<file path="src/rtl/trace_pkg.sv">
// Shared constants for the trace capture controller: FSM state encoding and parameter defaults.
// Imported by the controller and sized against by integrators.
package trace_pkg;

   localparam int TRACE_W_DEF     = 1;
   localparam int TRACE_DEPTH_DEF = 8;
   localparam int TRACE_TS_W_DEF  = 16;

   localparam logic [1:0] ST_IDLE    = 2'd0;
   localparam logic [1:0] ST_CAPTURE = 2'd1;
   localparam logic [1:0] ST_DRAIN   = 2'd2;

endpackage

</file>
<file path="src/rtl/trace_fifo.sv">
// Synchronous show-ahead FIFO: head entry is visible on rd_dat_o whenever not empty, pop takes effect next edge.
// clr_i empties the FIFO and may be combined with a write on the same edge, which lands in slot 0.
module trace_fifo #(
   parameter int WIDTH = 17,
   parameter int DEPTH = 8
) (
   input  logic                    clk_i,
   input  logic                    rst_i,
   input  logic                    clr_i,
   input  logic                    wr_en_i,
   input  logic [WIDTH-1:0]        wr_dat_i,
   input  logic                    rd_en_i,
   output logic [WIDTH-1:0]        rd_dat_o,
   output logic                    full_o,
   output logic                    empty_o,
   output logic [$clog2(DEPTH):0]  count_o
);

   localparam int AW = $clog2(DEPTH);

   logic [WIDTH-1:0] mem_q [DEPTH];
   logic [AW-1:0]    wr_ptr_q, wr_ptr_d;
   logic [AW-1:0]    rd_ptr_q, rd_ptr_d;
   logic [AW-1:0]    wr_base;
   logic [AW:0]      cnt_q, cnt_d;
   logic             do_wr, do_rd;

   // A clear discards current contents, so a write alongside it is never blocked by full.
   always_comb begin
      wr_base  = clr_i ? '0 : wr_ptr_q;
      do_wr    = wr_en_i && (clr_i || !full_o);
      do_rd    = rd_en_i && !clr_i && !empty_o;
      wr_ptr_d = wr_base + AW'(do_wr);
      rd_ptr_d = clr_i ? '0 : rd_ptr_q + AW'(do_rd);
      cnt_d    = (clr_i ? '0 : cnt_q) + (AW+1)'(do_wr) - (AW+1)'(do_rd);
   end

   always_ff @(posedge clk_i or posedge rst_i) begin
      if (rst_i) begin
         wr_ptr_q <= '0;
         rd_ptr_q <= '0;
         cnt_q    <= '0;
      end else begin
         wr_ptr_q <= wr_ptr_d;
         rd_ptr_q <= rd_ptr_d;
         cnt_q    <= cnt_d;
      end
   end

   always_ff @(posedge clk_i) begin
      if (do_wr) begin
         mem_q[wr_base] <= wr_dat_i;
      end
   end

   assign rd_dat_o = mem_q[rd_ptr_q];
   assign full_o   = (cnt_q == (AW+1)'(DEPTH));
   assign empty_o  = (cnt_q == '0);
   assign count_o  = cnt_q;

endmodule

</file>
<file path="src/rtl/trace_capture_ctrl.sv">
// Change-only trace recorder: on arm, logs d with a cycle timestamp whenever it changes, then drains
// the log through a valid/ready port. Storage lives in trace_fifo; FSM and timestamp counter live here.
module trace_capture_ctrl
   import trace_pkg::*;
#(
   parameter int W     = TRACE_W_DEF,
   parameter int DEPTH = TRACE_DEPTH_DEF,
   parameter int TS_W  = TRACE_TS_W_DEF
) (
   input  logic                    clk,
   input  logic                    rst,
   input  logic                    arm,
   input  logic                    stop,
   input  logic [W-1:0]            d,
   output logic                    rd_valid,
   input  logic                    rd_ready,
   output logic [W-1:0]            rd_data,
   output logic [TS_W-1:0]         rd_time,
   output logic [1:0]              state,
   output logic [$clog2(DEPTH):0]  count,
   output logic                    overflow
);

   localparam int               EW     = W + TS_W;
   localparam logic [TS_W-1:0]  TS_MAX = '1;

   logic [1:0]       state_q, state_d;
   logic [TS_W-1:0]  ts_q, ts_d;
   logic [W-1:0]     prev_q, prev_d;
   logic             ovf_q, ovf_d;

   logic             fifo_clr, fifo_wr, fifo_rd;
   logic             fifo_full, fifo_empty;
   logic [EW-1:0]    fifo_wr_dat, fifo_rd_dat;
   logic [$clog2(DEPTH):0] fifo_count;
   logic             changed;

   always_comb begin
      state_d     = state_q;
      ts_d        = ts_q;
      prev_d      = prev_q;
      ovf_d       = ovf_q;
      fifo_clr    = 1'b0;
      fifo_wr     = 1'b0;
      fifo_wr_dat = {d, ts_q};
      changed     = (d != prev_q);

      case (state_q)
         ST_IDLE: begin
            if (arm) begin
               fifo_clr    = 1'b1;
               fifo_wr     = 1'b1;
               fifo_wr_dat = {d, {TS_W{1'b0}}};
               ovf_d       = 1'b0;
               prev_d      = d;
               ts_d        = TS_W'(1);
               state_d     = ST_CAPTURE;
            end
         end
         ST_CAPTURE: begin
            prev_d = d;
            if (ts_q != TS_MAX) begin
               ts_d = ts_q + TS_W'(1);
            end
            // A change that finds the buffer full is lost; the capture window ends there.
            if (changed) begin
               if (fifo_full) begin
                  ovf_d   = 1'b1;
                  state_d = ST_DRAIN;
               end else begin
                  fifo_wr = 1'b1;
               end
            end
            if (stop || (ts_q == TS_MAX)) begin
               state_d = ST_DRAIN;
            end
         end
         ST_DRAIN: begin
            if (fifo_empty) begin
               state_d = ST_IDLE;
            end
         end
         default: begin
            state_d = ST_IDLE;
         end
      endcase
   end

   always_ff @(posedge clk or posedge rst) begin
      if (rst) begin
         state_q <= ST_IDLE;
         ts_q    <= '0;
         prev_q  <= '0;
         ovf_q   <= 1'b0;
      end else begin
         state_q <= state_d;
         ts_q    <= ts_d;
         prev_q  <= prev_d;
         ovf_q   <= ovf_d;
      end
   end

   trace_fifo #(
      .WIDTH (EW),
      .DEPTH (DEPTH)
   ) u_fifo (
      .clk_i    (clk),
      .rst_i    (rst),
      .clr_i    (fifo_clr),
      .wr_en_i  (fifo_wr),
      .wr_dat_i (fifo_wr_dat),
      .rd_en_i  (fifo_rd),
      .rd_dat_o (fifo_rd_dat),
      .full_o   (fifo_full),
      .empty_o  (fifo_empty),
      .count_o  (fifo_count)
   );

   // Head is only presented while draining, so the port reads zero otherwise (including under reset).
   assign rd_valid = (state_q == ST_DRAIN) && !fifo_empty;
   assign fifo_rd  = rd_valid && rd_ready;
   assign rd_data  = rd_valid ? fifo_rd_dat[EW-1:TS_W] : '0;
   assign rd_time  = rd_valid ? fifo_rd_dat[TS_W-1:0] : '0;
   assign state    = state_q;
   assign count    = fifo_count;
   assign overflow = ovf_q;

endmodule

</file>
<file path="config.mk">
export PLATFORM = sky130hd
export DESIGN_NAME = trace_capture_ctrl
export DESIGN_NICKNAME = d
export VERILOG_FILES = /design/src/rtl/trace_pkg.sv /design/src/rtl/trace_fifo.sv /design/src/rtl/trace_capture_ctrl.sv
export SDC_FILE = /design/constraint.sdc
export NUM_CORES = 1
export LEC_CHECK = 0
export ABC_AREA = 1
export CAP_MARGIN = 20
export CORE_UTILIZATION = 35
export CTS_CLUSTER_DIAMETER = 200
export DETAILED_ROUTE_END_ITERATION = 16
export PLACE_DENSITY = 0.51
export SKIP_LAST_GASP = 1
export SLEW_MARGIN = 20
export SYNTH_ARGS = -nofsm -noshare
export SYNTH_HDL_FRONTEND = slang
export SYNTH_SLANG_ARGS = --single-unit
</file>
<file path="constraint.sdc">
create_clock -name clk -period 2.4 [get_ports clk]
set_input_delay 0.36 -clock clk [delete_from_list [all_inputs] [get_ports clk]]
set_output_delay 0.36 -clock clk [all_outputs]
set_load 0.02 [all_outputs]
</file>
== After elaboration in Yosys (flattened, before gate mapping) ==
Memories as Yosys holds them, arrays and structs flattened.
Cells that the tools add are included.
Word-level totals
  register bits after elaboration: 30
  RAM bits: 136
  input bits: 6
  word-level logic and storage cells: 72
  memories: 1
Memories
  u_fifo.mem_q: words 8, bits a word 17, rd ports 1, clocked after memory_dff 0, write ports 1, RTL line trace_fifo.sv:21  | logic [WIDTH-1:0] mem_q [DEPTH];
Operators by class
  $add $sub $neg: 5
  equality and inequality tests: 13
  multiplexer cells: 29
  reductions and logical operators: 17
Operators with widths (count)
  16-bit 2-to-1 mux: 5
  16-bit one-hot mux with 2 select lines: 1
  16-bit by 1-bit adder with 16-bit output (second input constant): 1
  16-bit == test (second input constant): 1
  16-bit inequality test (second input constant): 1
  1-bit 2-to-1 mux: 11
  2-bit 2-to-1 mux: 5
  4-bit AND reduction: 2
  3-bit by 1-bit adder with 3-bit output: 2
  3-bit 2-to-1 mux: 2
  2-bit inequality test (second input constant): 3
  1-bit one-hot mux with 2 select lines: 3
  2-bit one-hot mux with 3 select lines: 1
  1-bit logical AND: 5
  4-bit by 1-bit adder with 4-bit output: 1
  4-bit == test (second input constant): 1
  4-bit logical NOT: 1
  4-bit 2-to-1 mux: 1
  2-bit by 1-bit inequality test with 1-bit output (second input constant): 2
  4-bit by 1-bit subtractor with 4-bit output: 1
  1-bit logical NOT: 3
  3-bit by 2-bit inequality test with 1-bit output (second input constant): 1
  3-bit inequality test (second input constant): 1
  3-bit AND reduction: 1
  other kinds (7): 8

== Longest topological paths before layout ==
Gate-level depths: netlist (run 1).
  word-level depth: 8
  gate-level depth with buffers: 13
  gate-level depth less buffers: 12

== Modules after synthesis ==
Synthesis (run 1) repeated with hierarchy kept, for this count alone.
Second synthesis, totals
  cell total of the unflattened synthesis: 904
  area total of the unflattened synthesis: 8077.7 um2
Modules (own cells, without submodules)
  trace_fifo: times used 1, cells an instance 668, area an instance 6552.5 um2, sequential area each 4334.2 um2
  trace_capture_ctrl: times used 1, cells an instance 236, area an instance 1525.2 um2, sequential area each 500.5 um2

== Least setup slack after synthesis (run 1) ==
Ideal clock, no wire load.
  kind: reg-to-reg
  start point: register state_q[1], in the netlist state[1]
  end point: memory u_fifo.mem_q[4][0] (enable)
  setup time: 0.413 ns
  arrival: 2.338 ns
  required time: 1.987 ns
  setup slack: -0.350 ns
  stages on the path, launching flop included: 8
  buffers on the path: 1
  cell sequence: dfrtp_1 -> inv_2 -> nand3_1 -> buf_4 -> inv_4 -> nor2_2 -> nand2_1 -> nor3_1
Between the ends
  cells in the longest elaborated chain, start to end: 6
  elaborated cells between the ends (all ways): 9
  those cells by class: 1 x eq/ne; 5 x mux; 3 x reduce/logical
Ends and longest elaborated chain
  from (decl): RTL line trace_capture_ctrl.sv:27  | logic [1:0] state_q, state_d;
  from (signal assigned): RTL line trace_capture_ctrl.sv:96  | state_q <= state_d;
  parallel branches: the longest is 6 deep, another holds 2-bit by 1-bit == test with 1-bit output
  to (decl): RTL line trace_fifo.sv:21
Several ways; the timed one is not identified.

== Final worst setup path (run 1) ==
  start point: register u_fifo.rd_ptr_q[0]
  end point: output rd_time[8]
Between the ends
  cells in the longest elaborated chain, start to end: 2
Ends and longest elaborated chain
  from (decl): RTL line trace_fifo.sv:23  | logic [AW-1:0] rd_ptr_q, rd_ptr_d;
  from (signal assigned): RTL line trace_fifo.sv:45  | rd_ptr_q <= rd_ptr_d;
  memory 8 x 17 bit
  16-bit 2-to-1 mux: RTL line trace_capture_ctrl.sv:123  | assign rd_time = rd_valid ? fifo_rd_dat[TS_W-1:0] : '0;
  to (decl): RTL line trace_capture_ctrl.sv:18  | output logic [TS_W-1:0] rd_time,
No other way between the ends.

==> metrics.txt, run 1 <==
area leader, netlist=sky130_fd_sc_hd__edfxtp_1; number of different library cells in the post-synthesis netlist=32; antenna violation net count after detailed routing=0; die area=21310 µm²; setup slack, reg-to-reg=200 ps; fraction of the mapped netlist area in compound gates=10.37%; Max-cap violations=0; adder-cell share of the synthesized area=1.656%; placeable core region=20300 µm²; Post-DP HPWL=10.41 mm; Total Routing Usage GR=16.42%; Reg area=4838 µm²; Yosys top cell area share=56.30%; critical path data required time=2040 ps; run status=completed; Critical Path Sink Type=output pin; register clock-pin slew on the reported worst setup and hold paths=70 ps; largest family of logic cells by synthesized area=simple AND/OR/NAND/NOR gates; endpoints failing setup=0; peak supply drop=0.0004903 V; XOR/XNOR Fraction of Synth Area=0.9659%; Critical Path Source Type=flip-flop; total vias in the final route=4940; fin. max-slew vios=0; maximum clock frequency=435.4 MHz; maximum clock path buffer count=2; startpoint of the worst-slack reg-to-reg timing path=u_fifo.count_o[0]; # H-tree levels=4; placed cell areas=8310 µm²; starting DRC count in detailed routing=298; Detailed Routing Iterations Pass 1=5; total area of multi-input combinational cells=2146 µm²; biggest area contributors in the synthesized netlist=sky130_fd_sc_hd__edfxtp_1 (56%), sky130_fd_sc_hd__dfrtp_1 (10%), sky130_fd_sc_hd__nor2_1 (8.6%); time the worst path needs with I/O delays and setup=2297 ps; Mapped Nets=680; Post-synth EDFFs=136; count of synthesis-stage warnings from yosys=0; layout-stage area growth over the synthesis result=22.42%; setup slack after placement=-140.7 ps; utilization of the core after routing=43.75%; Fin. Hold Viols=0; number of fillers in the final layout=1932; maximum fanout count along the critical path=35; type of the worst setup path=reg -> out; slew at the pin closest to its max-slew limit=481.7 ps; RSZ-0062 raised after global routing=yes; Post-Syn Area=7254 µm²; share of cell area taken by muxes after synthesis=0%; number of remaining DRC errors=0; Lkg Pwr=3.311 nW; class of the tightest hold or removal check=in -> async; Final Instance Area=8881 µm²; post-detailed-route wirelength per cell=16.16 µm; Data arrival, critical path=1940 ps; Tcrit/Tclk final=95.69%; area fraction in and, or, nand and nor cells after synthesis=16.11%; wire length reported by the detailed router=16.36 mm; Top Ports=31; post-synthesis async set-or-reset flop share=18.07%; maximum number of pins on one net before global-route repair=36; cell row count=52; part of the Yosys area used for sequential elements=66.64%; Port Buffers=30; final worst setup slack=103.4 ps; die width=146.0 µm; clk_lat worst skew=420 ps; initial antenna violation count=0; clock tree from TritonCTS=built; wire length of the first global-routing pass=26.87 mm; clock sinks=166; final net count=745; Placer Congestion=0.8146; number of buffers inserted during clock tree synthesis=17; Worst Reg2Reg Path Length in Cells=12; die height=146.0 µm; number of synthesized register bits=166; CTS Root Cell=sky130_fd_sc_hd__clkbuf_16; Mean Syn Cell Area=10.91 µm²; Slew headroom=67.77%; via count of the first global-routing pass=5011; Power Dens Cells=1117 nW/µm²; FF-to-FF End=u_fifo.count_o[1]; cell count after synthesis=665; total grt overflow=0; initial standard-cell utilization of the core=35.74%; layout cells sized above 1=17.39%; most instantiated flip-flop cell in the synthesis netlist=sky130_fd_sc_hd__edfxtp_1; clk_skew=17.84 ps; antenna cells=0; average vias per placed instance=4.881
[worst max-delay path by stage]
| stage | from | end | slack, ps | cells after the start |
|---|---|---|---|---|
| final | u_fifo.rd_ptr_q[0] | rd_time[8] | 100 | 7 |
| after global routing | u_fifo.rd_ptr_q[0] | rd_time[8] | -30 | 7 |
| after CTS | u_fifo.rd_ptr_q[0] | rd_time[3] | -10 | 9 |
| after detailed placement | d | u_fifo.count_o[2] | -140 | 11 |
| after global placement | d | u_fifo.count_o[1] | -90 | 11 |
| after floorplan | u_fifo.count_o[2] | u_fifo.count_o[1] | 20 | 11 |
[state kept, by name, summed over array words and instances (netlist names)]
register and count:
ts_q 16, prev_q 1, state 2, u_fifo.wr_ptr_q 3, u_fifo.rd_ptr_q 3, overflow 1
u_fifo.count_o 4, u_fifo.mem_q 136
[synthesized netlist by cell type, drive strengths merged (2+ instances only)]
cell	n
ha	8
dfrtp	30
xnor2	3
xor2	5
nor2	175
buf	15
nor3	7
nand2	70
o22ai	17
edfxtp	136
nand4	2
o21ai	92
nand3	22
clkbuf	16
o211ai	17
a21oi	4
inv	42
[area by class of cell]
type	instances	share of cell area (%)
Sequential cell	166	54.48
Tap cell	270	3.804
Timing Repair Buffer	77	9.327
Clock inverter	11	1.507
Inverter	42	1.803
Multi-Input combinational cell	426	24.16
Clock buffer	20	4.917
[routing by layer]
| layer | routed length [µm] | vias up | track usage [%] |
|---|---|---|---|
| li1 | - | 2425 | - |
| met1 | 7604 | 2429 | 21.10 |
| met2 | 8086 | 78 | 27.97 |
| met3 | 529 | 8 | 3.292 |
| met4 | 135 | 0 | 5.000 |
| met5 | 0 | - | 0 |
[where the power goes]
| group | switching [W] | leakage (nW) | internal [W] | total (W) |
|---|---|---|---|---|
| sequential | 0.000177 | 1.69 | 0.00356 | 0.00373 |
| clock | 0.00104 | 0.278 | 0.00162 | 0.00266 |
| combinational | 0.00217 | 1.34 | 0.00137 | 0.00354 |
[cells in the final DEF (no fill, tap or decap), types with 3 or more instances in the layout]
master,count
sky130_fd_sc_hd__nor2_1,163
sky130_fd_sc_hd__edfxtp_1,136
sky130_fd_sc_hd__o21ai_0,75
sky130_fd_sc_hd__nand2_1,68
sky130_fd_sc_hd__inv_1,35
sky130_fd_sc_hd__dfrtp_1,27
sky130_fd_sc_hd__buf_4,27
sky130_fd_sc_hd__nand3_1,22
sky130_fd_sc_hd__buf_12,20
sky130_fd_sc_hd__o22ai_1,17
sky130_fd_sc_hd__o211ai_1,17
sky130_fd_sc_hd__clkbuf_16,17
sky130_fd_sc_hd__clkdlybuf4s50_1,12
sky130_fd_sc_hd__clkbuf_2,12
sky130_fd_sc_hd__o21ai_2,10
sky130_fd_sc_hd__ha_1,8
sky130_fd_sc_hd__o21ai_1,7
sky130_fd_sc_hd__inv_2,6
sky130_fd_sc_hd__nor2_2,6
sky130_fd_sc_hd__nor2_4,5
sky130_fd_sc_hd__xor2_1,5
sky130_fd_sc_hd__a21oi_1,4
sky130_fd_sc_hd__nor3_2,4
sky130_fd_sc_hd__clkinv_2,4
sky130_fd_sc_hd__xnor2_1,3
sky130_fd_sc_hd__bufinv_16,3
sky130_fd_sc_hd__clkbuf_1,3
sky130_fd_sc_hd__buf_2,3
sky130_fd_sc_hd__dfrtp_2,3
[per-stage QoR]
stage / power [W] / instances / hold WS [ps] / TNS [ps]
after floorplan: 0.005911 / 665 / 450.7 / 0
after global placement: 0.007310 / 977 / 489.9 / -175.2
final: 0.009923 / 1012 / 313.6 / 0
after global routing: 0.01056 / 1012 / 372.6 / -32.07
after CTS: 0.009982 / 1010 / 331.9 / -10.73
after detailed placement: 0.007369 / 977 / 483.8 / -279.0
[kinds of logic after synthesis]
group	Yosys count
compound gates	130
simple gates	279
xor+xnor	8
fa+ha+maj	9
buf+inv	73
flops	166
[critical path, cell delays in order (launching register included)]
cell and delay (ps):
sky130_fd_sc_hd__dfrtp_2 460, sky130_fd_sc_hd__inv_2 120, sky130_fd_sc_hd__buf_12 190, sky130_fd_sc_hd__o21ai_0 130, sky130_fd_sc_hd__o211ai_1 90, sky130_fd_sc_hd__nand2_1 90, sky130_fd_sc_hd__nor2_2 150, sky130_fd_sc_hd__clkdlybuf4s15_2 280
[timing repair]
| action | 4_1_cts | 5_1_grt |
|---|---|---|
| endpoints found under the setup margin | 18 | 19 |
| pin swaps | 0 | 0 |
| gates resized for setup | 28 | 32 |
| hold buffers | 0 | 0 |
| setup buffers | 2 | 2 |
Power figures use the tool's default switching activity.
==> run 2, diff against run 1 <==
==> constraint.sdc (replaced) <==
create_clock -name clk -period 2.1 [get_ports clk]
set_input_delay 0.315 -clock clk [delete_from_list [all_inputs] [get_ports clk]]
set_output_delay 0.315 -clock clk [all_outputs]
set_load 0.02 [all_outputs]
==> run 2 against run 1 <==
The run now ends with negative setup slack left; worst setup slack got worse by 170 ps; register-to-register slack got worse by 210 ps; routed wire length increased by 3.6%; critical path type unchanged; critical endpoint unchanged; largest cell class unchanged.
==> metrics.txt, run 2 (same netlist as run 1, synthesis figures left out) <==
Power Dens Cells=1292 nW/µm² (+16%); cell row count=52 (unchanged); total vias in the final route=5117 (+3.6%); setup slack, reg-to-reg=-10 ps (-210 ps); post-detailed-route wirelength per cell=16.31 µm (+0.92%); maximum clock frequency=461.2 MHz; initial antenna violation count=0 (unchanged); starting DRC count in detailed routing=207 (-31%); register clock-pin slew on the reported worst setup and hold paths=70 ps (about the same); placeable core region=20300 µm² (unchanged); placed cell areas=8448 µm² (+1.7%); peak supply drop=0.0007598 V (+55%); number of remaining DRC errors=0 (unchanged); Top Ports=31 (unchanged); layout cells sized above 1=24.45% (+7.1 points); maximum fanout count along the critical path=24 (-31%); Slew headroom=51.95% (-16 points); maximum clock path buffer count=2 (unchanged); Total Routing Usage GR=16.45% (+0.030 points); final net count=771 (+3.5%); wire length of the first global-routing pass=26.82 mm (-0.18%); total instance count after detailed placement=994 (+1.7%); CTS Root Cell=sky130_fd_sc_hd__clkbuf_16; quantity of hold-fixing buffers added after cts=0 (unchanged); layout-stage area growth over the synthesis result=27.73%; clk_skew=9.030 ps (-8.812 ps); clock tree from TritonCTS=built; startpoint of the worst-slack reg-to-reg timing path=u_fifo.count_o[1]; Port Buffers=30 (unchanged); number of buffers inserted during clock tree synthesis=17 (unchanged); antenna cells=0 (unchanged); most common library cell in the layout ignoring fill and taps=sky130_fd_sc_hd__nor2_1; fin. max-slew vios=0 (unchanged); commonest cells after routing, fill and taps aside=sky130_fd_sc_hd__nor2_1 (155), sky130_fd_sc_hd__edfxtp_1 (136), sky130_fd_sc_hd__nand2_1 (65); average vias per placed instance=4.925 (+0.89%); Post-DP HPWL=10.73 mm (+3.1%); slew at the pin closest to its max-slew limit=720.7 ps (+239.1 ps); Placer Congestion=0.8038 (-1.3%); run status=finished with violations; time the worst path needs with I/O delays and setup=2168 ps; Critical Path Source Type=flip-flop; violated checks=negative setup slack; Fin. Hold Viols=0 (unchanged); largest register by flop count=u_fifo.mem_q; wire length reported by the detailed router=16.95 mm (+3.6%); class of the tightest hold or removal check=in -> async; clock sinks=166 (unchanged); antenna violation net count after detailed routing=0 (unchanged); via count of the first global-routing pass=5054 (+0.86%); clk_lat worst skew=410 ps (about the same); power after layout=0.01197 W (+21%); Hold WS=291.6 ps (-22.03 ps); total grt overflow=0 (unchanged); Tcrit/Tclk final=103.3%; critical path data required time=1780 ps (-260 ps); non-filler instance count after layout=1039 (+2.7%); initial standard-cell utilization of the core=35.74% (unchanged); endpoints failing setup=12 (+12); Critical Path Sink Type=output pin; Final Instance Area=9266 µm² (+4.3%); end point of the critical path=rd_time[8]; die height=146.0 µm (unchanged); Data arrival, critical path=1850 ps (-90 ps); source of the critical timing path=u_fifo.rd_ptr_q[0]; final worst setup slack=-68.29 ps (-171.6 ps); Lkg Pwr=3.471 nW (+4.8%); die width=146.0 µm (unchanged); Max-cap violations=0 (unchanged); type of the worst setup path=reg -> out; Worst Reg2Reg Path Length in Cells=13 (+1); die area=21310 µm² (unchanged); Detailed Routing Iterations Pass 1=5 (unchanged); # H-tree levels=4 (unchanged); FF-to-FF End=u_fifo.count_o[1]; flip-flop count of the largest register after layout=136 (unchanged); maximum number of pins on one net before global-route repair=36 (unchanged); RSZ-0062 raised after global routing=yes
## run 2: worst min-delay path by stage
stage / from / to / slack [ps] / cells past startpoint
finish: rst / overflow / 290 / 3
global route: rst / u_fifo.wr_ptr_q[1] / 330 / 3
CTS: rst / u_fifo.wr_ptr_q[1] / 290 / 3
detailed placement: overflow / overflow / 480 / 2
global placement: overflow / overflow / 480 / 2
floorplan: rst / overflow / 410 / 1
## run 2: power by group
group / leakage [nW] / total, W / internal, W / switching (W)
sequential: 1.69 / 0.00429 / 0.00407 / 0.000224
clock: 0.261 / 0.00290 / 0.00164 / 0.00126
combinational: 1.52 / 0.00478 / 0.00206 / 0.00272
## run 2: worst max-delay path, cell delays in order (launching register included)
cell and delay [ps]:
sky130_fd_sc_hd__dfrtp_2 490, sky130_fd_sc_hd__clkinv_4 120, sky130_fd_sc_hd__buf_12 160, sky130_fd_sc_hd__nor2_1 50, sky130_fd_sc_hd__o22ai_1 210, sky130_fd_sc_hd__nor2_1 60
sky130_fd_sc_hd__nor2_1 160, sky130_fd_sc_hd__buf_4 180
## run 2: area by class of cell
| class | count | area, µm² |
|---|---|---|
| Timing Repair Buffer | 103 | 1105 |
| Clock buffer | 18 | 429.2 |
| Multi-Input combinational cell | 426 | 2256 |
| Clock inverter | 14 | 130.1 |
| Tap cell | 270 | 337.8 |
| Fill cell | 1905 | 11030 |
| Sequential cell | 166 | 4841 |
| Inverter | 42 | 167.7 |
## run 2: metrics by stage
stage | utilization, % | setup TNS, ps | setup WS (ps)
floorplan | - | -10420 | -242.4
global placement | 41.62 | -17430 | -427.4
detailed placement | 41.62 | -22990 | -453.4
CTS | 44.88 | -403.0 | -59.88
global route | 45.65 | -3135 | -153.5
finish | 45.65 | -237.4 | -68.29
## run 2: metal layers
metal	share of wire (%)	GRT usage, %	up-vias
li1	-	-	2485
met1	46	21.14	2538
met2	50	28.61	84
met3	3.0	2.759	10
met4	0.94	4.583	0
met5	0	0	-
## run 2: timing repair
item,CTS,global route
resized for setup,104,47
hold endpoints to repair,0,0
endpoints found under the setup margin,20,21
cloned,1,1
setup buffers,8,3
pin swaps,9,6
